`src/rtl/vga_timing_gen.sv`:
```
`default_nettype none
// ============================================================================
//  Module      : vga_timing_gen
//  Description : Free-running VGA raster timing generator (640x480@60 default)
//                with zero-skew syncs, frame strobe and delayed sync copies.
//  Revision    : 1.0 - initial release
// ============================================================================
module vga_timing_gen #(
  parameter int H_ACTIVE   = 640,
  parameter int H_FP       = 16,
  parameter int H_SYNC     = 96,
  parameter int H_BP       = 48,
  parameter int V_ACTIVE   = 480,
  parameter int V_FP       = 10,
  parameter int V_SYNC     = 2,
  parameter int V_BP       = 33,
  parameter int SYNC_DELAY = 2
) (
  input  logic       vga_clk,
  input  logic       reset,
  output logic [9:0] DrawX,
  output logic [9:0] DrawY,
  output logic       hs,
  output logic       vs,
  output logic       blank,
  output logic       frame_start,
  output logic       hs_d,
  output logic       vs_d,
  output logic       blank_d
);

  localparam int H_TOTAL = H_ACTIVE + H_FP + H_SYNC + H_BP;
  localparam int V_TOTAL = V_ACTIVE + V_FP + V_SYNC + V_BP;

  localparam logic [9:0] C_H_LAST     = 10'(H_TOTAL - 1);
  localparam logic [9:0] C_V_LAST     = 10'(V_TOTAL - 1);
  localparam logic [9:0] C_H_ACT      = 10'(H_ACTIVE);
  localparam logic [9:0] C_V_ACT      = 10'(V_ACTIVE);
  localparam logic [9:0] C_HS_START   = 10'(H_ACTIVE + H_FP);
  localparam logic [9:0] C_HS_END     = 10'(H_ACTIVE + H_FP + H_SYNC);
  localparam logic [9:0] C_VS_START   = 10'(V_ACTIVE + V_FP);
  localparam logic [9:0] C_VS_END     = 10'(V_ACTIVE + V_FP + V_SYNC);

  logic [9:0] hc_q, hc_d;
  logic [9:0] vc_q, vc_d;
  logic       hsync_q, hsync_d;
  logic       vsync_q, vsync_d;
  logic       disp_q, disp_d;
  logic       fstart_q, fstart_d;

  // Syncs are decoded from the next counter values so they land on the same
  // edge as the counters they describe.
  always_comb begin
    hc_d     = hc_q + 10'd1;
    vc_d     = vc_q;
    fstart_d = 1'b0;
    if (hc_q == C_H_LAST) begin
      hc_d = '0;
      if (vc_q == C_V_LAST) begin
        vc_d     = '0;
        fstart_d = 1'b1;
      end else begin
        vc_d = vc_q + 10'd1;
      end
    end
    hsync_d = !((hc_d >= C_HS_START) && (hc_d < C_HS_END));
    vsync_d = !((vc_d >= C_VS_START) && (vc_d < C_VS_END));
    disp_d  = (hc_d < C_H_ACT) && (vc_d < C_V_ACT);
  end

  always_ff @(posedge vga_clk) begin
    if (reset) begin
      hc_q     <= '0;
      vc_q     <= '0;
      hsync_q  <= 1'b1;
      vsync_q  <= 1'b1;
      disp_q   <= 1'b1;
      fstart_q <= 1'b0;
    end else begin
      hc_q     <= hc_d;
      vc_q     <= vc_d;
      hsync_q  <= hsync_d;
      vsync_q  <= vsync_d;
      disp_q   <= disp_d;
      fstart_q <= fstart_d;
    end
  end

  assign DrawX       = hc_q;
  assign DrawY       = vc_q;
  assign hs          = hsync_q;
  assign vs          = vsync_q;
  assign blank       = disp_q;
  assign frame_start = fstart_q;

  generate
    if (SYNC_DELAY == 0) begin : g_nodelay
      assign hs_d    = hsync_q;
      assign vs_d    = vsync_q;
      assign blank_d = disp_q;
    end else begin : g_delay
      logic [SYNC_DELAY-1:0] hs_pipe_q;
      logic [SYNC_DELAY-1:0] vs_pipe_q;
      logic [SYNC_DELAY-1:0] bl_pipe_q;

      // Reset fills every stage with the inactive level so the delayed copies
      // never show a false visible pixel while the pipe refills.
      always_ff @(posedge vga_clk) begin
        if (reset) begin
          hs_pipe_q <= '1;
          vs_pipe_q <= '1;
          bl_pipe_q <= '0;
        end else begin
          hs_pipe_q[0] <= hsync_q;
          vs_pipe_q[0] <= vsync_q;
          bl_pipe_q[0] <= disp_q;
          for (int i = 1; i < SYNC_DELAY; i++) begin
            hs_pipe_q[i] <= hs_pipe_q[i-1];
            vs_pipe_q[i] <= vs_pipe_q[i-1];
            bl_pipe_q[i] <= bl_pipe_q[i-1];
          end
        end
      end

      assign hs_d    = hs_pipe_q[SYNC_DELAY-1];
      assign vs_d    = vs_pipe_q[SYNC_DELAY-1];
      assign blank_d = bl_pipe_q[SYNC_DELAY-1];
    end
  endgenerate

endmodule
`default_nettype wire
```
`config.mk`:
```
export PLATFORM = sky130hd
export DESIGN_NAME = vga_timing_gen
export DESIGN_NICKNAME = d
export VERILOG_FILES = /design/src/rtl/vga_timing_gen.sv
export SDC_FILE = /design/constraint.sdc
export NUM_CORES = 1
export LEC_CHECK = 0
export BUFFER_PORTS_ARGS = -buffer_cell sky130_fd_sc_hd__buf_2
export CAP_MARGIN = 40
export CORE_AREA = 2 2 67 63
export CTS_CLUSTER_DIAMETER = 50
export DETAILED_ROUTE_END_ITERATION = 7
export DIE_AREA = 0 0 69 65
export PLACE_DENSITY = 0.65
export SLEW_MARGIN = 0
export SYNTH_ARGS = -nofsm -noshare
export SYNTH_HDL_FRONTEND = slang
export SYNTH_SLANG_ARGS = --single-unit
```
`constraint.sdc`:
```
create_clock -name vga_clk -period 2.1 [get_ports vga_clk]
set_clock_uncertainty 0.05 [all_clocks]
set_input_delay 0.525 -clock vga_clk [delete_from_list [all_inputs] [get_ports vga_clk]]
set_output_delay 0.525 -clock vga_clk [all_outputs]
set_load 0.05 [all_outputs]
```
==> results.ini <==
[outcome]
status = finished, final reports clean

[routing]
antenna_left = 0
drt-total-wl_um = 3334
vias_per_cell = 5.127
via_count = 1287
drt_first_pass_iters = 4
wl_per_cell_um = 13.28
drcViolationCount = 0
drtIter0Drc = 49

[cells_and_area]
area_growth_pct = 31.33
fillers = 381
layout.nets = 208
drive_gt1_share_pct = 44.33
n_antenna_cell = 0
instances_no_fill = 251
finish.utilization_pct = 49.55

[global_route]
groute.usage.overall_pct = 15.41
grt_pass1_wl_um = 5423
grt_max_degree = 21
grt-ovfl-total = 0
antenna_found_initial = 0
grt_pass1_vias = 1187

[synth]
synthArstFlopShare_pct = 0
postSynthAreaPerCell_um2 = 9.144
synth.cell_area_um2 = 1454
synth_cells = 159
yosysTopAreaCell = dfxtp_1
ys_top_cells_by_count = dfxtp_1 (30), nor2_1 (14), nand2_1 (8)
yosysMostFrequentCell = dfxtp_1
ys_seq_area_share_pct = 41.31
yosysWarningCount = 0
ys_types = 47
synthTopCellsByArea = dfxtp_1 (41%), xnor2_1 (4.2%), nor2_1 (3.6%)
synth_top_area_share_pct = 41.31
ys_ff_latch = 30
synth_top_flop_cell = dfxtp_1
synth_edf_count = 0
synth.net_count = 165

[power]
peakVddDrop_mv = 0.2256
power_density_nw_per_um2 = 601.0
leakage_uw = 0.0007548

[sta]
fmax_mhz = 500.9
period_needed_ns = 1.996
fin_crit_sh_pct = 95.07
setup_viol = 0
holdWs_ns = 0.3592
fin_tns_setup_ns = 0
final-hold-violation-count = 0
rsz0062_at_grt = false
slew_headroom_pct = 59.34
drv_slew = 0
worst_pin_slew_ns = 0.5945

[critical_path]
crit_fanout = 9
required_ns = 2.20
cp.arrival_ns = 2.10
crit_path_end_kind = flop
path_class = flop to flop
startpoint_type = flop

[clocking]
cts.sinks = 30
cts_hold_buf = 0
cts_max_level = 2
path_clk_slew_ns = 0.06
clk_path_buf_depth = 2
cts_buffers = 5
cts_tree = yes
clk_latency_ns = 0.28
root_buffer = clkbuf_8

[die]
design.core.area_um2 = 3854
die_area_um2 = 4485
rows = 22
fp.dieH_um = 65
io_pins = 29
die_w_um = 69
start_util_pct = 37.73

[hold_path]
min_path_type = flop to flop

[place]
dp_hpwl_um = 2364
gp_congestion = 0.7781
port_buffers = 28
place_inst = 243

[job]
cap_violations = 0

worst paths after layout:
path | start | to | slack, ns | cells after the start
setup / recovery | DrawX[5] | vs | 0.10 | 5
hold / removal | g_delay.vs_pipe_q[0] | g_delay.vs_pipe_q[1] | 0.36 | 1
setup reg to reg | DrawX[5] | vs | 0.10 | 5
hold reg to reg | g_delay.vs_pipe_q[0] | g_delay.vs_pipe_q[1] | 0.36 | 1
per-layer routing:
layer / part of all wire, % / GRT usage, % / routed length (um) / vias up
met3: 2.7 / 3.888 / 89 / 8
met1: 46 / 18.60 / 1550 / 608
met5: 0 / 0 / 0 / -
met2: 48 / 25.00 / 1615 / 16
li1: - / - / - / 655
met4: 2.3 / 8.824 / 78 / 0
repair_timing:
action | in CTS | in global routing
resized for setup | 2 | 3
endpoints found under the setup margin | 2 | 2
buffers inserted | 0 | 0
hold endpoints to repair | 0 | 0
placed cells by master (no fill, tap or decap), types with 2 or more instances in the layout:
cell / n
a21oi_1: 5
and3_1: 2
buf_2: 28
buf_4: 15
clkbuf_8: 6
dfxtp_1: 17
dfxtp_2: 8
dfxtp_4: 5
ha_1: 2
inv_1: 7
nand2_1: 8
nand3_1: 6
nand4_1: 6
nor2_1: 14
nor2b_1: 4
nor3_1: 7
nor4b_2: 3
o211a_1: 2
o211ai_1: 2
o21ai_0: 6
or2_2: 4
or3_1: 2
or3_2: 2
or3b_2: 3
or4_4: 2
xnor2_1: 7
xor2_1: 3
area by class of cell:
class / count / area, um2 / area share, %
clock buffer: 7 / 86.33 / 4.522
clock inverter: 1 / 5.005 / 0.2621
inverter: 7 / 26.28 / 1.376
multi-input combinational: 115 / 849.6 / 44.50
sequential: 30 / 629.4 / 32.96
tap: 48 / 60.06 / 3.145
timing repair buffer: 43 / 252.7 / 13.24
flip-flops by register name, summed over array words and instances, names as in the netlist:
register           flops
g_delay.hs_pipe_q      2
DrawX                 10
frame_start            1
blank                  1
g_delay.vs_pipe_q      2
hs                     1
DrawY                 10
g_delay.bl_pipe_q      2
vs                     1
kinds of logic (layout without fill, tap and decap cells):
family	Yosys count	after routing	synth area share, %
buffers and inverters	14	58	3.700
adders and majority gates	4	4	3.442
AOI/OAI and AO/OA	27	27	14.29
muxes	2	2	1.463
DFF	30	30	41.31
xor gates and xnor gates	10	10	6.025
and+or+nand+nor	72	72	29.78
worst max-delay path, cell delays in order, from the launching register on:
cell and delay, ns:
dfxtp_4 0.35, or2_4 0.26, or4_4 0.57, or3_1 0.34, a21oi_2 0.20, nand4_1 0.10
power breakdown:
group	switching [uW]	internal, uW
Sequential	10.2	577
Combinational	56.6	25.5
Clock	215	264
stage by stage:
step | setup slack, ns | power, uW | cell area, um2
2_1_floorplan | -0.01291 | 660.3 | 1510
3_3_place_gp | -0.02562 | 681.3 | 1789
3_5_place_dp | -0.05641 | 681.8 | 1789
4_1_cts | 0.08116 | 1164 | 1891
5_1_grt | 0.0006408 | 1197 | 1909
6_report | 0.1036 | 1148 | 1909
No activity file was read; power rests on OpenSTA's default activity.
